--- src/rtl/branch_resolution_unit.sv ---
// Branch resolution unit: queues fetch-time predictions in order, checks them
// against execute outcomes, trains the BHT, and raises a one-cycle redirect on a miss.
module branch_resolution_unit #(
  parameter int LOWER = 5,
  parameter int DEPTH = 4
) (
  input  logic             clk,
  input  logic             arst,
  input  logic             pred_valid,
  input  logic [LOWER-1:0] pred_index,
  input  logic             pred_taken,
  input  logic [31:0]      pred_alt_pc,
  output logic             pred_ready,
  input  logic             res_valid,
  input  logic             res_taken,
  output logic             flush,
  output logic [31:0]      redirect_pc,
  output logic             upd_en,
  output logic [LOWER-1:0] upd_addr,
  output logic             upd_taken,
  output logic [15:0]      branch_cnt,
  output logic [15:0]      mispred_cnt,
  output logic             res_error
);

  localparam int PW = $clog2(DEPTH);
  localparam int CW = $clog2(DEPTH + 1);

  localparam logic [0:0] RUN     = 1'b0;
  localparam logic [0:0] RECOVER = 1'b1;

  logic [0:0]       state;
  logic [0:0]       state_next;

  logic [LOWER-1:0] idx_mem [DEPTH];
  logic             tk_mem  [DEPTH];
  logic [31:0]      alt_mem [DEPTH];

  logic [PW-1:0]    rd_ptr;
  logic [PW-1:0]    wr_ptr;
  logic [CW-1:0]    count;

  logic             in_run;
  logic             pop;
  logic             push;
  logic             mispred;
  logic             empty_res;

  logic [LOWER-1:0] head_index;
  logic             head_taken;
  logic [31:0]      head_alt_pc;

  assign head_index  = idx_mem[rd_ptr];
  assign head_taken  = tk_mem[rd_ptr];
  assign head_alt_pc = alt_mem[rd_ptr];

  // Ready depends only on registered state, so a full queue never accepts a push
  // even when the head retires on the same edge.
  assign in_run     = (state == RUN);
  assign pred_ready = in_run && (count < CW'(DEPTH));

  assign pop       = in_run && res_valid && (count != '0);
  assign empty_res = in_run && res_valid && (count == '0);
  assign mispred   = pop && (res_taken != head_taken);

  // A push that coincides with a miss is on the wrong path and is dropped.
  assign push      = pred_valid && pred_ready && !mispred;

  // NOTE: every signal assigned in always_comb gets a default first, otherwise
  // a missed branch path infers a latch.
  always_comb begin
    state_next = state;
    case (state)
      RUN:     if (mispred) state_next = RECOVER;
      RECOVER: state_next = RUN;
      default: state_next = RUN;
    endcase
  end

  // NOTE: the payload storage carries no reset; occupancy and pointers alone
  // decide which entries are live, so stale contents are never observed.
  always_ff @(posedge clk) begin
    if (push) begin
      idx_mem[wr_ptr] <= pred_index;
      tk_mem[wr_ptr]  <= pred_taken;
      alt_mem[wr_ptr] <= pred_alt_pc;
    end
  end

  // NOTE: sequential state uses non-blocking assignments so every register
  // samples pre-edge values regardless of statement order.
  always_ff @(posedge clk or posedge arst) begin
    if (arst) begin
      state  <= RUN;
      rd_ptr <= '0;
      wr_ptr <= '0;
      count  <= '0;
    end else begin
      state <= state_next;
      if (mispred) begin
        rd_ptr <= '0;
        wr_ptr <= '0;
        count  <= '0;
      end else begin
        // Pointer arithmetic wraps naturally because DEPTH is a power of two.
        if (pop)  rd_ptr <= rd_ptr + 1'b1;
        if (push) wr_ptr <= wr_ptr + 1'b1;
        case ({push, pop})
          2'b10:   count <= count + 1'b1;
          2'b01:   count <= count - 1'b1;
          default: count <= count;
        endcase
      end
    end
  end

  always_ff @(posedge clk or posedge arst) begin
    if (arst) begin
      flush       <= 1'b0;
      redirect_pc <= '0;
      upd_en      <= 1'b0;
      upd_addr    <= '0;
      upd_taken   <= 1'b0;
    end else begin
      flush  <= mispred;
      upd_en <= pop;
      if (mispred) redirect_pc <= head_alt_pc;
      if (pop) begin
        upd_addr  <= head_index;
        upd_taken <= res_taken;
      end
    end
  end

  // Statistics saturate rather than wrap so long runs never under-report.
  always_ff @(posedge clk or posedge arst) begin
    if (arst) begin
      branch_cnt  <= '0;
      mispred_cnt <= '0;
      res_error   <= 1'b0;
    end else begin
      if (pop && (branch_cnt != 16'hFFFF))     branch_cnt  <= branch_cnt + 16'd1;
      if (mispred && (mispred_cnt != 16'hFFFF)) mispred_cnt <= mispred_cnt + 16'd1;
      if (empty_res) res_error <= 1'b1;
    end
  end

endmodule

--- config.mk ---
export PLATFORM = sky130hd
export DESIGN_NAME = branch_resolution_unit
export DESIGN_NICKNAME = d
export VERILOG_FILES = /design/src/rtl/branch_resolution_unit.sv
export SDC_FILE = /design/constraint.sdc
export NUM_CORES = 1
export LEC_CHECK = 0
export BUFFER_PORTS_ARGS = -buffer_cell sky130_fd_sc_hd__buf_2
export CORE_ASPECT_RATIO = 1.25
export CORE_UTILIZATION = 52
export DETAILED_ROUTE_END_ITERATION = 8
export PLACE_DENSITY_LB_ADDON = 0.05
export SETUP_SLACK_MARGIN = 0.15
export SLEW_MARGIN = 20
export SYNTH_ARGS = -nofsm -noshare
export SYNTH_HDL_FRONTEND = slang
export SYNTH_SLANG_ARGS = --single-unit
--- constraint.sdc ---
create_clock -name clk -period 2.7 [get_ports clk]
set_input_delay 0.405 -clock clk [delete_from_list [all_inputs] [get_ports clk]]
set_output_delay 0.405 -clock clk [all_outputs]
set_load 0.01 [all_outputs]
Yosys cells after proc, flatten, opt, wreduce, memory -nomap -nowiden
Memory sizes are Yosys's and may differ from the RTL's. A register that Yosys moved wholly into a read port is not among the register bits.
Cells that the tools add are included.
{"block": "totals", "reg_bits": 44, "mem_bits_rw": 152, "in_bits": 43, "out_inout_bits": 74, "word_cells": 51, "memories": 3}
{"name": "alt_mem", "depth": 4, "width": 32, "read_ports": 1, "rd_ports_with_merged_regs": 1, "write_ports": 1, "line_no": "37", "rtl": "logic [31:0] alt_mem [DEPTH];"}
{"name": "idx_mem", "depth": 4, "width": 5, "read_ports": 1, "rd_ports_with_merged_regs": 1, "write_ports": 1, "line_no": "35", "rtl": "logic [LOWER-1:0] idx_mem [DEPTH];"}
{"name": "tk_mem", "depth": 4, "width": 1, "read_ports": 1, "rd_ports_with_merged_regs": 0, "write_ports": 1, "line_no": "36", "rtl": "logic tk_mem [DEPTH];"}
{"block": "op_classes", "add_sub_neg": 6, "magnitude_cmp": 1, "eq_ne": 5, "n_mux": 10, "bitwise_logic": 1, "n_reduce_logical": 15}
{"cell": "$add 16x1->16 const B", "count": 2}
{"cell": "$ne 16x16->1 const B", "count": 2}
{"cell": "$logic_and 1x1->1", "count": 9}
{"cell": "$mux 2", "count": 4}
{"cell": "$pmux 3 s2", "count": 1}
{"cell": "$reduce_bool 3->1", "count": 2}
{"cell": "$add 2x1->2 const B", "count": 2}
{"cell": "$reduce_bool 2->1", "count": 2}
{"cell": "$add 3x1->3 const B", "count": 1}
{"cell": "$logic_not 3->1", "count": 1}
{"cell": "$lt 3x3->1 const B", "count": 1}
{"cell": "$mux 1", "count": 3}
{"cell": "$mux 3", "count": 1}
{"cell": "$sub 3x1->3 const B", "count": 1}
{"cell": "$eq 2x1->1 const B", "count": 1}
{"cell": "$eq 2x2->1 const B", "count": 1}
{"cell": "$pmux 1 s2", "count": 1}
{"cell": "$logic_not 1->1", "count": 1}
{"cell": "$ne 1x1->1", "count": 1}
{"cell": "$not 1->1", "count": 1}

Logic depth before layout (Yosys ltp)
Gate-level depths: netlist of run 1.
{"block": "depth", "word_depth": 9, "depth_mapped": 10, "ltp_nobuf": 9}

Least setup slack after synthesis of run 1
OpenSTA, ideal clock, no wires.
{"block": "synth_timing", "kind": "register to register", "startpoint": "register count[0]", "endpoint": "memory alt_mem[0][0], enable pin", "setup_ps": 399, "arrival_ps": 2330, "slack_ps": -29, "stages_incl_launch_ff": 7, "n_path_buf": 1, "period_less_slack_ps": 2729, "cell_sequence": "dfrtp_1 > nor3_1 > nand2b_1 > clkbuf_1 > inv_1 > nand2_1 > and3_1"}
{"block": "synth_between", "elab_chain_len": 7, "word_cells_on_any_way": 10, "classes_between": "order compare (1); mux (2); reduce/logical (7)"}
{"element": "start, declared", "line_no": "41", "rtl": "logic [CW-1:0] count;"}
{"element": "start signal, assigned", "line_no": "109", "rtl": "2'b10: count <= count + 1'b1;"}
{"element": "start signal, assigned", "line_no": "110", "rtl": "2'b01: count <= count - 1'b1;"}
{"element": "start signal, assigned", "line_no": "111", "rtl": "default: count <= count;"}
{"element": "parallel branches: the longest is 4 deep, another holds $lt 3x3->1"}
{"element": "$logic_and 1x1->1 (*)", "line_no": "67", "rtl": "assign push = pred_valid && pred_ready && !mispred;"}
{"element": "$mux 1 (*)", "line_no": "83", "rtl": "if (push) begin"}
{"element": "$mux 1 (not written as such) (*)", "line_no": "86", "rtl": "alt_mem[wr_ptr] <= pred_alt_pc;"}
{"element": "end, declared", "line_no": "37"}
Mark *: on every way between the ends.

Final worst setup path of run 1
{"block": "layout_timing", "startpoint": "register rd_ptr[1]", "endpoint": "register count[1]"}
{"block": "layout_between", "elab_chain_len": 8, "word_cells_on_any_way": 10, "classes_between": "eq/ne (3); mux (2); reduce/logical (4); memory (1)"}
{"element": "start, declared", "line_no": "39", "rtl": "logic [PW-1:0] rd_ptr;"}
{"element": "start signal, assigned", "line_no": "106", "rtl": "if (pop) rd_ptr <= rd_ptr + 1'b1;"}
{"element": "$mem_v2 4x1 (*)"}
{"element": "$ne 1x1->1 (*)", "line_no": "64", "rtl": "assign mispred = pop && (res_taken != head_taken);"}
{"element": "$logic_and 1x1->1 (*)", "line_no": "64"}
{"element": "$logic_not 1->1", "line_no": "67"}
{"element": "$logic_and 1x1->1", "line_no": "67"}
{"element": "$eq 2x1->1 / $eq 2x2->1 (equally long branches)", "line_no": "108", "rtl": "case ({push, pop})"}
{"element": "$pmux 3 s2", "line_no": "108"}
{"element": "$mux 3", "line_no": "100", "rtl": "if (mispred) begin"}
Mark *: on every way between the ends. The rest lies on a longest branch, timed or not.
A chain may end at the register's enable or synchronous reset.

==> metrics.txt, run 1 <==
residual DRC count 0; Power Dens Cells 1032 mW/mm^2; vias in the first global route 5013; crit-path max FO 5; final worst path period need 2.480 ns; Post-synth EDFFs 152; Setup TNS Final 0 ns; Worst R2R Setup Slack 0.22 ns; Worst Skew 0.009025 ns; Nets 695; Synth top area share 0.5046; Final Wtd Congestion 0.7587; Synth Cell Area 0.009045 mm^2; Internal Pwr Total 7.890 mW; crit path launch type flop; flops & latches, synth 233; top cells by count, synth edfxtp_1 (152), dfrtp_1 (81), mux4_2 (37), nand2_1 (37), mux2_2 (34); Rows 53; r2r worst-path depth 8; Net Count, Synth 555; arrival time at the worst endpoint 2.85 ns; Top Ports 117; first-pass GRT wire length 25670 um; Top Layer Used met5; Final setup violation count 0; Setup Fix Bufs, Post-CTS 0; maximum VDD drop 0.0006147 V; Antenna Violating Nets Remaining 0; r2r startpoint rd_ptr[1]$_DFFE_PP0P_; largest net degree at the start of global routing 56; First DRT Iteration DRCs 186; required time of the worst setup path 3.07 ns; overall routed net length 16250 um; Worst Hold Class in2async; core area 0.01691 mm^2; share of layout cells above drive strength 1 0.3773; critical path type reg2reg; f_max 403.2 MHz; hpwl dp 10170 um; grt total ovfl 0; syn_area_per_cell 17.91 um^2; routed wl met3 829 um; met2 wire len 8358 um; # clock sinks 233; quantity of gates resized following cts 0; unrepaired setup endpoints after global routing false; Area Overhead vs Synth 18.50%; chip width 120.0 um; worst-margin pin slew 0.7233 ns; synth top area cells edfxtp_1 (50%), dfrtp_1 (22%), mux4_2 (9.2%); Max Cap Viol 0; Flop pwr share 0.456; Net Switching 3.171 mW; Metal-1 WL 6739 um; leak pwr 4.145 nW; cells after synthesis 505; Initial Util 0.5349; PortBufs 116; hold-fix buffers at CTS 0; initial antenna violation count 2; DR WL/cell 18.40 um; filler cell count 1285; combinational fraction of design power 0.272; status finished, final reports clean; cell with the most instances after synthesis edfxtp_1; ys flop type edfxtp_1; Slew Viols, Final 0; CTS clk-pin slew, worst paths 0.06 ns; die height 149.5 um; gr usage total 0.1875; via count 4833; CTS tree done; max_slew headroom 0.5178; ys async rst share 0.3476; Fin. Hold Viols 0; Synthesis Warnings 0; clk_lat worst skew 0.49 ns; critical path launch point rd_ptr[1]$_DFFE_PP0P_; die area 0.01793 mm^2; Pre-Repair DR Iteration Count 4; reg2reg end count[1]$_DFFE_PP0P_; Critical Path End Type flop; leading area contributor after synthesis edfxtp_1; Synth cell types 41; Overall Power 11.06 mW; Vias/cell 5.473; H-tree levels 1; register area share after synthesis 0.7287; CTS Root Cell clkbuf_16; final period utilization 0.9185; sw frac 0.2867; TritonCTS Buffers 23; Max Root-Sink Buffers 3; Clk pwr share 0.273
-- critical path, cell delays in order (launching register included) --
cell	delay [ns]
dfrtp_2	0.42
mux2i_4	0.27
mux2_4	0.34
or2_2	0.33
a21oi_2	0.14
fa_1	0.44
and3_1	0.17
a31oi_1	0.17
nand3_1	0.09
-- per-stage QoR --
| step | util | std cells | cell area (um^2) | setup WS (ns) | hold slack (ns) |
|---|---|---|---|---|---|
| 6_report | 0.6338 | 883 | 10720 | 0.2199 | 0.04856 |
| 3_5_place_dp | 0.5904 | 840 | 9983 | 0.1960 | 0.4597 |
| 3_3_place_gp | 0.5904 | 840 | 9983 | 0.2475 | 0.4458 |
| 2_1_floorplan | - | 505 | 9050 | 0.2149 | 0.4932 |
| 4_1_cts | 0.6324 | 880 | 10690 | 0.1865 | 0.06308 |
| 5_1_grt | 0.6335 | 881 | 10710 | 0.1273 | 0.1022 |
-- power by group through the flow --
stage / clock network [mW] / logic [mW] / registers, mW
after floorplan: 0 / 1.88 / 5.19
after global placement: 0 / 3.00 / 5.06
after detailed placement: 0 / 3.07 / 5.11
after CTS: 3.10 / 3.08 / 5.04
after global routing: 3.22 / 3.31 / 5.12
final: 3.02 / 3.00 / 5.04
-- sequential cells by signal, indices dropped and copies added, names as in the netlist, 2 cells and up --
signal	flops
branch_cnt	16
upd_addr	5
rd_ptr	2
redirect_pc	32
idx_mem	20
wr_ptr	2
mispred_cnt	16
count	3
alt_mem	128
tk_mem	4
-- worst max path at each step --
stage                                            to  slack, ns
after CTS                      count[1]$_DFFE_PP0P_       0.19
after global routing           count[1]$_DFFE_PP0P_       0.13
after global placement         count[1]$_DFFE_PP0P_       0.25
final                          count[1]$_DFFE_PP0P_       0.22
after detailed placement       count[1]$_DFFE_PP0P_       0.20
after floorplan           branch_cnt[0]$_DFFE_PP0P_       0.21
-- metal layers --
layer	global-route usage	up-vias
met4	0.05188	2
met3	0.03849	25
met2	0.3307	111
met1	0.2346	2485
met5	0	-
li1	-	2210
-- cells by family (layout without fill, tap and decap cells) --
logic type,count (synthesis),after routing,share of synthesized area
xor+xnor,33,33,0.03195
other cells,0,3,0
buf+inv,31,186,0.01397
mux,77,77,0.1418
fa+ha+maj,7,7,0.01051
simple gates,112,112,0.06529
flops,233,233,0.7287
compound gates,12,12,0.007747
-- layout make-up --
cell class / instances / area (um^2) / area share
Sequential cell: 233 / 6596 / 0.6155
Multi-Input combinational cell: 241 / 2349 / 0.2191
Timing Repair Buffer: 135 / 735.7 / 0.06864
Clock buffer: 32 / 619.3 / 0.05779
Tap cell: 220 / 275.3 / 0.02568
Clock inverter: 8 / 91.34 / 0.008522
Inverter: 11 / 43.79 / 0.004086
Antenna cell: 3 / 7.507 / 0.0007004
-- placed cells by master (no fill, tap or decap), drive strengths merged, types with 2 or more instances in the layout --
cell type / n
o21ai: 4
diode: 3
nor2: 14
nand3: 7
clkbuf: 32
and2: 2
xor2: 9
or3: 2
nor4: 3
nand2: 37
dfrtp: 81
nand2b: 2
xnor2: 24
nand4: 17
mux4: 37
ha: 6
nor3: 6
mux2: 36
clkinv: 6
inv: 11
and3: 11
bufinv: 2
nor2b: 2
mux2i: 4
buf: 135
a21oi: 3
and4: 4
a31oi: 2
edfxtp: 152
(Power assumes the default switching activity.)
==> run 2, diff against run 1 <==
Settings changed: CORE_UTILIZATION 52 to 50.
==> run 2 against run 1 <==
Against the previous run: clock skew increased by 0.0016 ns; worst hold slack better by 0.068 ns; clock power about the same; non-clock buffer count decreased by 5; maximum frequency fell by 0.39%; register-to-register slack about the same; flip-flop and latch count is the same.
==> metrics.txt, run 2 (synthesized netlist as in run 1, its figures left out) <==
final worst path period need 2.490 ns; DP Cell Count 838; Final setup violation count 0; # clock sinks 233; worst setup margin 0.2101 ns; Rows 54; chip width 122.3 um; Overall Power 11.09 mW; Critical Path End Type flop; critical path type reg2reg; hold_ws 0.1164 ns; gr usage total 0.1851; core area 0.01757 mm^2; Max Cap Viol 0; Fin. Hold Viols 0; largest net degree at the start of global routing 53; first-pass GRT wire length 26340 um; overall routed net length 16710 um; clk_lat worst skew 0.50 ns; grt total ovfl 0; Area Overhead vs Synth 18.87%; Top Ports 117; leak pwr 4.124 nW; via count 4780; residual DRC count 0; unrepaired setup endpoints after global routing true; Setup TNS Final 0 ns; CTS clk-pin slew, worst paths 0.06 ns; Nets 690; Final Wtd Congestion 0.7853; First DRT Iteration DRCs 260; f_max 401.6 MHz; register area 0.006596 mm^2; worst-margin pin slew 0.5681 ns; CTS tree done; area of the multi-input gates 0.002351 mm^2; vias in the first global route 4959; CTS Root Cell clkbuf_16; commonest non-fill, non-tap cells in the layout edfxtp_1 (152), buf_2 (116), dfrtp_1 (79), nand2_1 (37), mux4_2 (37); Vias/cell 5.420; crit-path max FO 5; Biggest register alt_mem; PortBufs 116; max_slew headroom 0.6183; biggest regs alt_mem: 128 flops, redirect_pc: 32 flops, idx_mem: 20 flops; Worst Hold Class in2reg; Slew Viols, Final 0; arrival time at the worst endpoint 2.87 ns; Setup Fix Bufs, Post-CTS 0; required time of the worst setup path 3.08 ns; Power Dens Cells 1032 mW/mm^2; Core Util, Final 0.6120; die area 0.01864 mm^2; Antenna Violating Nets Remaining 0; Worst Skew 0.01065 ns; share of layout cells above drive strength 1 0.3659; commonest non-fill, non-tap cell in the layout edfxtp_1; initial antenna violation count 2; Design Area, Final 0.01075 mm^2; Place WS 0.1672 ns; Placed Area 0.01002 mm^2; hpwl dp 10660 um; filler cell count 1360; final period utilization 0.9222; status finished, final reports clean; Post-Layout Cell Count 882; TritonCTS Buffers 23; Initial Util 0.5149; number of flip-flops in the largest register 128; maximum VDD drop 0.0006152 V; die height 152.4 um; Pre-Repair DR Iteration Count 4; H-tree levels 1; crit path launch type flop; Max Root-Sink Buffers 3; DR WL/cell 18.95 um
[run 2: changes by cell type in the layout (fill, tap and decap cells not counted), moves of 2 or more]
cell,before,now
and3_2,4,0
and3_4,0,4
buf_12,1,7
buf_4,18,6
clkbuf_1,8,5
clkinv_1,2,8
clkinv_2,3,5
[run 2: cell type report]
type | count | share of cell area
flip-flops and latches | 233 | 0.6135
multi-input cells | 241 | 0.2187
inverters | 11 | 0.004073
repair buffers | 130 | 0.07215
diodes | 2 | 0.0004655
clock inverters | 13 | 0.009775
well taps | 224 | 0.02607
clock buffers | 28 | 0.05528
[run 2: layer usage]
metal,up-vias,global-route usage,share of wire
met5,-,0,0
met4,0,0.04994,0.014
met3,18,0.03855,0.055
met2,113,0.3205,0.52
met1,2453,0.2341,0.41
li1,2196,-,-
[run 2: where the power goes]
part	switching, mW	internal (mW)	total, mW
Clock	1.26	1.75	3.01
Sequential	0.392	4.63	5.02
Combinational	1.56	1.50	3.06
Total	3.21	7.88	11.1
[run 2: timing repair]
item / CTS / global route
endpoints found under the setup margin: 0 / 127
hold buffers: 1 / 0
endpoints found under the hold margin: 29 / 0
resized for setup: 0 / 6
[run 2: worst paths after layout]
path	startpoint	to	slack (ns)	cells past startpoint
hold reg to reg	upd_addr[3]$_DFFE_PP0P_	upd_addr[3]$_DFFE_PP0P_	0.47	2
max in group asynchronous	arst	rd_ptr[0]$_DFFE_PP0P_	1.51	4
setup / recovery	rd_ptr[1]$_DFFE_PP0P_	count[1]$_DFFE_PP0P_	0.21	8
setup reg to reg	rd_ptr[1]$_DFFE_PP0P_	count[1]$_DFFE_PP0P_	0.21	8
hold / removal	pred_alt_pc[12]	alt_mem[0][12]$_DFFE_PP_	0.12	1
min in group asynchronous	arst	branch_cnt[12]$_DFFE_PP0P_	0.49	3
[run 2: worst max-delay path, stage by stage (launching register included)]
cell and delay (ns):
dfrtp_2 0.40, mux2i_2 0.29, mux2_4 0.35, or2_2 0.33, a21oi_1 0.17, fa_1 0.44
and3_1 0.16, a31oi_1 0.15, nand3_1 0.09
==> run 3, diff against run 2 <==
Settings changed: ABC_AREA set to 1.
==> run 3 against run 2 <==
Against the previous run: combinational power increased by 16%; sequential share of layout area is 2.1 points lower; via count grew 31%; largest cell class unchanged; largest power group unchanged.
==> metrics.txt, run 3 <==
Place WS 0.4763 ns; DR WL/cell 16.69 um; CTS clk-pin slew, worst paths 0.06 ns; ys async rst share 0.3476; leading area contributor after synthesis edfxtp_1; worst setup margin 0.5041 ns; die area 0.01929 mm^2; clk_lat worst skew 0.51 ns; Post-synth EDFFs 152; Synthesis Warnings 0; Pre-Repair DR Iteration Count 4; H-tree levels 1; top cells by count, synth nand2_1 (173), edfxtp_1 (152), nor2_1 (120); Max Root-Sink Buffers 3; cell with the most instances after synthesis nand2_1; Slew Viols, Final 0; share of layout cells above drive strength 1 0.2138; Critical Path End Type flop; Area Overhead vs Synth 18.70%; Net Count, Synth 859; Max Cap Viol 0; Synth top area share 0.4872; hpwl dp 12140 um; register area share after synthesis 0.7035; hold-fix buffers at CTS 1; TritonCTS Buffers 24; number of flip-flops in the largest register 128; Nets 986; First DRT Iteration DRCs 365; maximum VDD drop 0.0005957 V; # clock sinks 233; Antenna Violating Nets Remaining 0; initial antenna violation count 0; Core Util, Final 0.6098; Fin. Hold Viols 0; Design Area, Final 0.01112 mm^2; Flop pwr share 0.416; leak pwr 4.634 nW; filler cell count 1468; crit-path max FO 13; cells after synthesis 809; sw frac 0.3442; worst-margin pin slew 0.7756 ns; vias in the first global route 6430; Final Wtd Congestion 0.8004; Worst Hold Class in2reg; grt total ovfl 0; Vias/cell 5.290; Power Dens Cells 1070 mW/mm^2; Initial Util 0.5138; Clk pwr share 0.286; Synth cell types 35; CTS Root Cell clkbuf_16; crit path launch type flop; flops & latches, synth 233; quantity of gates resized following cts 0; gr usage total 0.2103; commonest non-fill, non-tap cell in the layout nand2_1; ys flop type edfxtp_1; residual DRC count 0; required time of the worst setup path 3.13 ns; commonest non-fill, non-tap cells in the layout nand2_1 (173), edfxtp_1 (152), nor2_1 (116), buf_2 (116), o21ai_0 (84); CTS tree done; Biggest register alt_mem; Setup TNS Final 0 ns; Top Ports 117; Final setup violation count 0; biggest regs alt_mem: 128 flops, redirect_pc: 32 flops, idx_mem: 20 flops; die height 155.0 um; status finished, final reports clean; core area 0.01824 mm^2; Placed Area 0.01027 mm^2; syn_area_per_cell 11.58 um^2; overall routed net length 19740 um; Setup Fix Bufs, Post-CTS 0; arrival time at the worst endpoint 2.63 ns; largest net degree at the start of global routing 76; chip width 124.4 um; Overall Power 11.90 mW; critical path type reg2reg; Net Switching 4.097 mW; max_slew headroom 0.4829; combinational fraction of design power 0.299; Rows 55; Synth Cell Area 0.009369 mm^2; synth top area cells edfxtp_1 (49%), dfrtp_1 (22%), nand2_1 (6.9%); final period utilization 0.8133; Internal Pwr Total 7.806 mW; final worst path period need 2.196 ns; first-pass GRT wire length 32460 um; Worst Skew 0.01292 ns; unrepaired setup endpoints after global routing false; via count 6258; PortBufs 116; f_max 455.4 MHz
[run 3: cell count changes in the layout (fill, tap and decap cells not counted), sizes merged, moves of 11 or more]
cell | before | now
nand2 | 37 | 174
nor2 | 14 | 121
o21ai | 4 | 90
mux4 | 37 | 0
mux2 | 36 | 0
inv | 9 | 42
o22ai | 0 | 32
xnor2 | 24 | 9
nand3 | 7 | 19
and3 | 11 | 0
[run 3: final timing paths]
kind,end,cells past startpoint,slack (ns),from
min,alt_mem[3][30]$_DFFE_PP_,1,0.11,pred_alt_pc[30]
min in group asynchronous,res_error$_DFFE_PP0P_,3,0.49,arst
max in group asynchronous,rd_ptr[0]$_DFFE_PP0P_,4,1.55,arst
max,branch_cnt[7]$_DFFE_PP0P_,8,0.50,branch_cnt[0]$_DFFE_PP0P_
max reg2reg,branch_cnt[7]$_DFFE_PP0P_,8,0.50,branch_cnt[0]$_DFFE_PP0P_
min reg2reg,redirect_pc[11]$_DFFE_PP0P_,2,0.47,redirect_pc[11]$_DFFE_PP0P_
[run 3: final cells by class]
type	instances	area, um^2	area share
Clock inverter	13	123.9	0.01114
Inverter	42	163.9	0.01474
Tap cell	228	285.3	0.02565
Clock buffer	31	710.7	0.06391
Multi-Input combinational cell	500	2491	0.2240
Sequential cell	233	6593	0.5928
Antenna cell	1	2.502	0.0002250
Timing Repair Buffer	135	750.7	0.06751
[run 3: power groups by stage]
stage	sequential (mW)	combinational [mW]	clock [mW]
2_1_floorplan	5.16	2.19	0
3_3_place_gp	4.99	3.51	0
3_5_place_dp	5.01	3.60	0
4_1_cts	4.95	3.62	3.47
5_1_grt	5.04	4.02	3.61
6_report	4.95	3.56	3.40
[run 3: metal layers]
metal	GRT usage	wire, um	vias to the layer above
met5	0	0	-
met4	0.05622	276	0
met3	0.03095	806	27
met2	0.3825	10030	134
met1	0.2617	8628	3069
li1	-	-	3028
[run 3: worst max-delay path: stages (launching register included)]
cell	delay, ns
dfrtp_1	0.46
ha_1	0.21
nand3_1	0.09
nor3_2	0.17
nand2_1	0.16
o21ai_2	0.54
nor2_1	0.22
nand2_1	0.12
xor2_1	0.15
[run 3: logic make-up (layout without fill, tap and decap cells)]
kind of cell               Yosys count  in the layout  synth area share
other                                0              1                 0
AOI/OAI and AO/OA                  131            131           0.07946
adders and majority gates            7              7           0.01015
and+or+nand+nor                    334            334            0.1469
xor gates and xnor gates            28             28           0.02618
DFF                                233            233            0.7035
buffers and inverters               76            221           0.03379
[run 3: stage by stage]
step | hold WS [ns] | std cells
4_1_cts | 0.08684 | 1182
3_5_place_dp | 0.4600 | 1137
5_1_grt | 0.09518 | 1182
3_3_place_gp | 0.4580 | 1137
2_1_floorplan | 0.5039 | 809
6_report | 0.1076 | 1183
